--- src/rtl/lab3_btn_ctrl.sv ---
// lab3_btn_ctrl: control stage in front of the 16-bit LED shifter.
// It synchronises and debounces the enable and direction buttons. Each
// debounced press produces a one-cycle pulse and toggles a level output.
// A free-running counter produces the shifter's step tick as a clock enable.
module lab3_btn_ctrl #(
    parameter logic [15:0] DEB_CYCLES = 16'd50000,
    parameter int unsigned TICK_W     = 25
) (
    input  logic clk,
    input  logic rst,
    input  logic btn_en,
    input  logic btn_dir,
    output logic en,
    output logic dir,
    output logic en_pulse,
    output logic dir_pulse,
    output logic tick
);

    // The counter's last value before a debounced state is allowed to flip.
    localparam logic [15:0] DEB_LAST = DEB_CYCLES - 16'd1;

    // Index 0 is the enable button, index 1 is the direction button.
    logic [1:0]        btn_s;
    logic [1:0]        sync1_r;
    logic [1:0]        sync2_r;
    logic [1:0]        db_r;
    logic [1:0]        db_nxt_s;
    logic [1:0]        press_s;
    logic [1:0]        pulse_r;
    logic [1:0]        level_r;
    logic [15:0]       cnt_r     [2];
    logic [15:0]       cnt_nxt_s [2];
    logic [TICK_W-1:0] tick_cnt_r;
    logic              tick_r;

    assign btn_s = {btn_dir, btn_en};

    // Two-flop synchroniser for both raw, asynchronous buttons.
    always_ff @(posedge clk) begin
        if (rst) begin
            sync1_r <= 2'b00;
            sync2_r <= 2'b00;
        end else begin
            sync1_r <= btn_s;
            sync2_r <= sync1_r;
        end
    end

    // Debounce next-state logic. A button's state changes only after its
    // synchronised level has differed from the debounced state for
    // DEB_CYCLES consecutive cycles.
    always_comb begin
        for (int i = 0; i < 2; i++) begin
            cnt_nxt_s[i] = 16'd0;
            db_nxt_s[i]  = db_r[i];
            if (sync2_r[i] == db_r[i]) begin
                cnt_nxt_s[i] = 16'd0;
            end else if (cnt_r[i] < DEB_LAST) begin
                cnt_nxt_s[i] = cnt_r[i] + 16'd1;
            end else begin
                db_nxt_s[i]  = sync2_r[i];
                cnt_nxt_s[i] = 16'd0;
            end
        end
    end

    // A press is the 0->1 transition of the debounced state, seen one cycle early.
    assign press_s = db_nxt_s & ~db_r;

    // Debounce state registers.
    always_ff @(posedge clk) begin
        if (rst) begin
            db_r     <= 2'b00;
            cnt_r[0] <= 16'd0;
            cnt_r[1] <= 16'd0;
        end else begin
            db_r     <= db_nxt_s;
            cnt_r[0] <= cnt_nxt_s[0];
            cnt_r[1] <= cnt_nxt_s[1];
        end
    end

    // Press pulses and toggled levels update on the edge where db rises.
    always_ff @(posedge clk) begin
        if (rst) begin
            pulse_r <= 2'b00;
            level_r <= 2'b00;
        end else begin
            pulse_r <= press_s;
            level_r <= level_r ^ press_s;
        end
    end

    // Free-running step counter. The registered tick fires in the cycle
    // after the counter holds all-ones.
    always_ff @(posedge clk) begin
        if (rst) begin
            tick_cnt_r <= {TICK_W{1'b0}};
            tick_r     <= 1'b0;
        end else begin
            tick_cnt_r <= tick_cnt_r + {{(TICK_W-1){1'b0}}, 1'b1};
            tick_r     <= (tick_cnt_r == {TICK_W{1'b1}});
        end
    end

    assign en        = level_r[0];
    assign dir       = level_r[1];
    assign en_pulse  = pulse_r[0];
    assign dir_pulse = pulse_r[1];
    assign tick      = tick_r;

endmodule

--- config.mk ---
export PLATFORM = sky130hd
export DESIGN_NAME = lab3_btn_ctrl
export DESIGN_NICKNAME = d
export VERILOG_FILES = /design/src/rtl/lab3_btn_ctrl.sv
export SDC_FILE = /design/constraint.sdc
export NUM_CORES = 1
export LEC_CHECK = 0
export BUFFER_PORTS_ARGS = -buffer_cell sky130_fd_sc_hd__clkbuf_2
export CORE_ASPECT_RATIO = 1.4
export CORE_MARGIN = 8
export CORE_UTILIZATION = 55
export CTS_CLUSTER_DIAMETER = 120
export DETAILED_ROUTE_END_ITERATION = 8
export PLACE_DENSITY = 0.78
export SYNTH_ARGS = -nofsm -noshare
export SYNTH_HDL_FRONTEND = slang
export SYNTH_SLANG_ARGS = --single-unit
--- constraint.sdc ---
create_clock -name clk -period 1.9 [get_ports clk]
set_input_delay 0.095 -clock clk [delete_from_list [all_inputs] [get_ports clk]]
set_output_delay 0.095 -clock clk [all_outputs]
set_load 0.01 [all_outputs]
Yosys cells after proc, flatten, opt, wreduce, memory -nomap -nowiden. Memories as Yosys holds them, arrays and structs flattened. Index checks and enable logic that the tools add are counted.

Equal/unequal tests: 3. Add/subtract/negate cells: 3. $mul: 0. Multiplexer cells: 13. Order comparisons: 2. Div/mod/pow operators: 0. Shifts and indexed selects: 0. Reduce and logical (&&, ||, !) cells: 0. Bitwise operators: 5.

Operators with widths (count): 16-bit two-way mux (6); 16-bit by 1-bit adder with 16-bit output (second input constant) (2); 16-bit < comparator (second input constant) (2); 25-bit by 1-bit adder with 25-bit output (second input constant) (1); 25-bit equality test (second input constant) (1); 1-bit two-way mux (7); 2-bit AND (1); 1-bit equality test (2); 2-bit inverter (1); 1-bit bitwise OR (2); 2-bit bitwise XOR (1).

Memory bits (read-only): 0. Output and inout port bits: 5. Memories: 1. Latch bits: 0. Logic and storage cells: 34. Memory bits (writable): 32. Bits in registers: 36.

Memories: cnt_r (depth 2, width 16, read ports 2, clocked after memory_dff 0, write ports 2, line 32) `logic [15:0] cnt_r [2];`.

Logic depth before layout (Yosys ltp).
Depth after elaboration: 5. Gate-level depth with buffers: 7. Depth with buffers taken out: 5.

Worst setup path before layout. Ideal clock, no wire load.

Path type: register to register. Start point: memory cnt_r[0][0]. End point: register level_r[0]. Clock period less this slack: 1787 ps. Arrival: 1667 ps. Library setup time: 121 ps. Cell stages (with the launch flop): 7. Path slack: 113 ps. Path buffers: 1. Required time: 1779 ps. Cells stage by stage: dfxtp_1 > ha_1 > and3_1 > buf_2 > o21ai_1 > a2111oi_2 > mux2_2.

RTL lines: start: declaration (line 32); end signal: assignment (line 91) `level_r <= level_r ^ press_s;`; end: declaration (line 31) `logic [1:0] level_r;`.

Final worst setup path.
Start point: register tick_cnt_r[2]. End point: register tick_cnt_r[20].

Longest elaborated chain between the ends: 1.

RTL lines: start: declaration (line 34) `logic [TICK_W-1:0] tick_cnt_r;`; start signal: assignment (line 99) `tick_cnt_r <= {TICK_W{1'b0}};`; start signal: assignment (line 102) `tick_cnt_r <= tick_cnt_r + {{(TICK_W-1){1'b0}}, 1'b1};`; 25-bit by 1-bit adder with 25-bit output (line 102).

Every way passes these cells. A chain may end at the register's enable or synchronous reset.

==> results.sh <==
export IMPL_ys_ff_latch=68
export IMPL_drcViolationCount=0
export IMPL_via_per_inst=5.46
export IMPL_critPathKind="flop to flop"
export IMPL_num_vias=2417
export IMPL_insertion_delay_ps=350
export IMPL_clkTransAtPathRegs_ps=70
export IMPL_dp_hpwl_um=3920
export IMPL_skew_ps=9.17
export IMPL_hold_path_class="input port to flop"
export IMPL_cts_sinks=68
export IMPL_cp_start_kind="flop"
export IMPL_drt_iter0_markers=174
export IMPL_finalSetupTns_ps=0
export IMPL_seq_area_frac_synth=0.444
export IMPL_antennaDiodeCount=0
export IMPL_relSlewSlack=0.556
export IMPL_yosysTopAreaCellShare=0.444
export IMPL_critPathMaxFanout=11
export IMPL_routedWlPerCell_um=12.6
export IMPL_synth_edf_count=0
export IMPL_ys_warn_count=0
export IMPL_grt_pass1_vias=2412
export IMPL_ir_worst_vdd_v=0.000623
export IMPL_antenna_found_initial=0
export IMPL_power_density_nw_per_um2=728
export IMPL_cts_root_buf="clkbuf_8"
export IMPL_status="finished clean"
export IMPL_finalWorstSetupSlack_ps=110
export IMPL_post_route_period_util=0.942
export IMPL_synthAdderAreaFrac=0.0122
export IMPL_cts_tree="yes"
export IMPL_clock_path_buffers=2
export IMPL_worst_pin_slew_ps=665
export IMPL_antenna_left=0
export IMPL_routed_wl_um=5600
export IMPL_total_leakage_power_uw=0.00118
export IMPL_synth_main_ff_cell="dfxtp_1"
export IMPL_start_util=0.563
export IMPL_end_kind="flop"
export IMPL_rr_worst_depth=4
export IMPL_synthArstFlopShare=0
export IMPL_min_path_cells=2
export IMPL_final_util=0.631
export IMPL_arrival_ps=2030
export IMPL_nNetsFinal=377
export IMPL_core_area_um2=5450
export IMPL_syn2layout_area_growth_pct=12.0
export IMPL_fin_area_um2=3440
export IMPL_synth_top_family_by_area="simple AND/OR/NAND/NOR gates"
export IMPL_drt_first_pass_iters=5
export IMPL_rows=32
export IMPL_synth_cells=346
export IMPL_critPathMaxStageDelay_ps=420
export IMPL_gp_congestion=0.797
export IMPL_h_tree_depth=3
export IMPL_numPortBuffers=8
export IMPL_worstPathRequired_ps=2140
export IMPL_layout_min_cycle_time_ps=1790
export IMPL_yosys_mux_area_fraction=0.0322
export IMPL_synth_area_leaders="dfxtp_1 (44%), nor2_1 (7.1%), xnor2_1 (6.0%)"
export IMPL_maxCapViolations=0
export IMPL_slew_violations=0
export IMPL_die_area_um2=8260
export IMPL_dp_cells=425
export IMPL_instances_no_fill=443
export IMPL_slowest_stage="dfxtp_1"
export IMPL_drive_gt1_frac=0.141
export IMPL_dieHeight_um=104
export IMPL_synth_top_area_cell="dfxtp_1"
export IMPL_path_cells="and4_4 > nand2_1 > nor4_2 > mux2_2"
export IMPL_overflow=0
export IMPL_netlist_area_um2=3070
export IMPL_ys_types=42
export IMPL_synth_fp_nets=353
export IMPL_dpl_cell_area_um2=3240
export IMPL_synth_xor_area_frac=0.0999
export IMPL_hold_viol_final=0
export IMPL_numCtsBuffers=9
export IMPL_grt_max_degree=28
export IMPL_track_usage=0.149
export IMPL_place_ws_ps=71.5
export IMPL_setup_viol=0
export IMPL_grt_pass1_wl_um=9990
export IMPL_io_pins=9
export IMPL_die_w_um=79.1
export IMPL_syn_avg_cell_area_um2=8.87
export IMPL_fmax_mhz=559
export IMPL_synth_compound_area_frac=0.0824
export IMPL_synth_simple_area_share=0.294
flip-flops by register name, indices dropped and copies added, names as in the netlist:
| name | flops |
|---|---|
| sync2_r | 2 |
| sync1_r | 2 |
| pulse_r | 2 |
| level_r | 2 |
| db_r | 2 |
| cnt_r | 32 |
| tick_cnt_r | 25 |
| tick | 1 |
power breakdown:
| part | internal (uW) | leakage [uW] | switching [uW] |
|---|---|---|---|
| Combinational | 24.0 | 0.000546 | 33.6 |
| Clock | 467 | 0.0000868 | 532 |
| Sequential | 1440 | 0.000549 | 11.1 |
| Total | 1930 | 0.00118 | 576 |
cell usage after synthesis (3+ instances only):
master    number
a21oi_1       13
a31o_2         3
and3_1         8
and4_1         5
buf_1          3
buf_2          4
dfxtp_1       68
ha_1           3
inv_1         13
mux2_1         3
mux2_2         4
nand2_1       16
nand2b_1       5
nand3_1       15
nand4_1       17
nor2_1        58
nor2b_1       12
nor3_1        10
nor4_1         7
o21ai_0        6
or3_1          9
xnor2_1       21
xor2_1        14
layout by cell type (no fill, tap or decap), drive strengths merged, types with 14 or more instances in the layout:
cell type  Yosys  final
nand4         18     18
nand2         16     16
buf            9     14
clkbuf         2     19
xor2          14     14
xnor2         21     21
nand3         15     15
dfxtp         68     68
nor2          58     58
stage by stage:
step	power (uW)	hold slack, ps
after global placement	1530	327
final	2500	271
after global routing	2600	319
after floorplan	1510	223
after detailed placement	1530	325
after CTS	2530	271
timing repair:
item,4_1_cts,5_1_grt
endpoints found under the hold margin,2,0
gates resized for setup,0,2
hold buffers,2,0
setup endpoints to repair,0,2
setup buffers,0,0
critical path, delay by kind of cell (launching register included):
| kind | cells | cell delay (ps) |
|---|---|---|
| flip-flops | 1 | 420 |
| multiplexers | 1 | 360 |
| AND/OR/NAND/NOR | 3 | 900 |
path summary, 6_finish.rpt:
check                      from        endpoint  slack (ps)
hold reg to reg      sync1_r[1]      sync2_r[1]         450
hold / removal              rst  tick_cnt_r[18]         270
setup reg to reg  tick_cnt_r[2]  tick_cnt_r[20]         110
setup / recovery  tick_cnt_r[2]  tick_cnt_r[20]         110
final cells by class:
class                      count  area [um^2]
fill                         489         2010
multi-input combinational    254         1620
sequential                    68         1360
timing repair buffer          24          165
clock buffer                  11          131
tap                           68         85.1
inverter                      13         48.8
clock inverter                 5         28.8
layer usage:
| metal | up-vias | wire length, um | track usage |
|---|---|---|---|
| li1 | 1266 | - | - |
| met2 | 33 | 2770 | 0.252 |
| met4 | 0 | 103 | 0.0864 |
| met5 | - | 0 | 0 |
| met3 | 7 | 241 | 0.0441 |
| met1 | 1111 | 2490 | 0.159 |
cells by family after synthesis:
| group | count (synthesis) |
|---|---|
| simple gates | 171 |
| flops | 68 |
| compound gates | 36 |
| xor+xnor | 35 |
| buf+inv | 24 |
| mux | 9 |
| fa+ha+maj | 3 |
(Power assumes the default switching activity.)
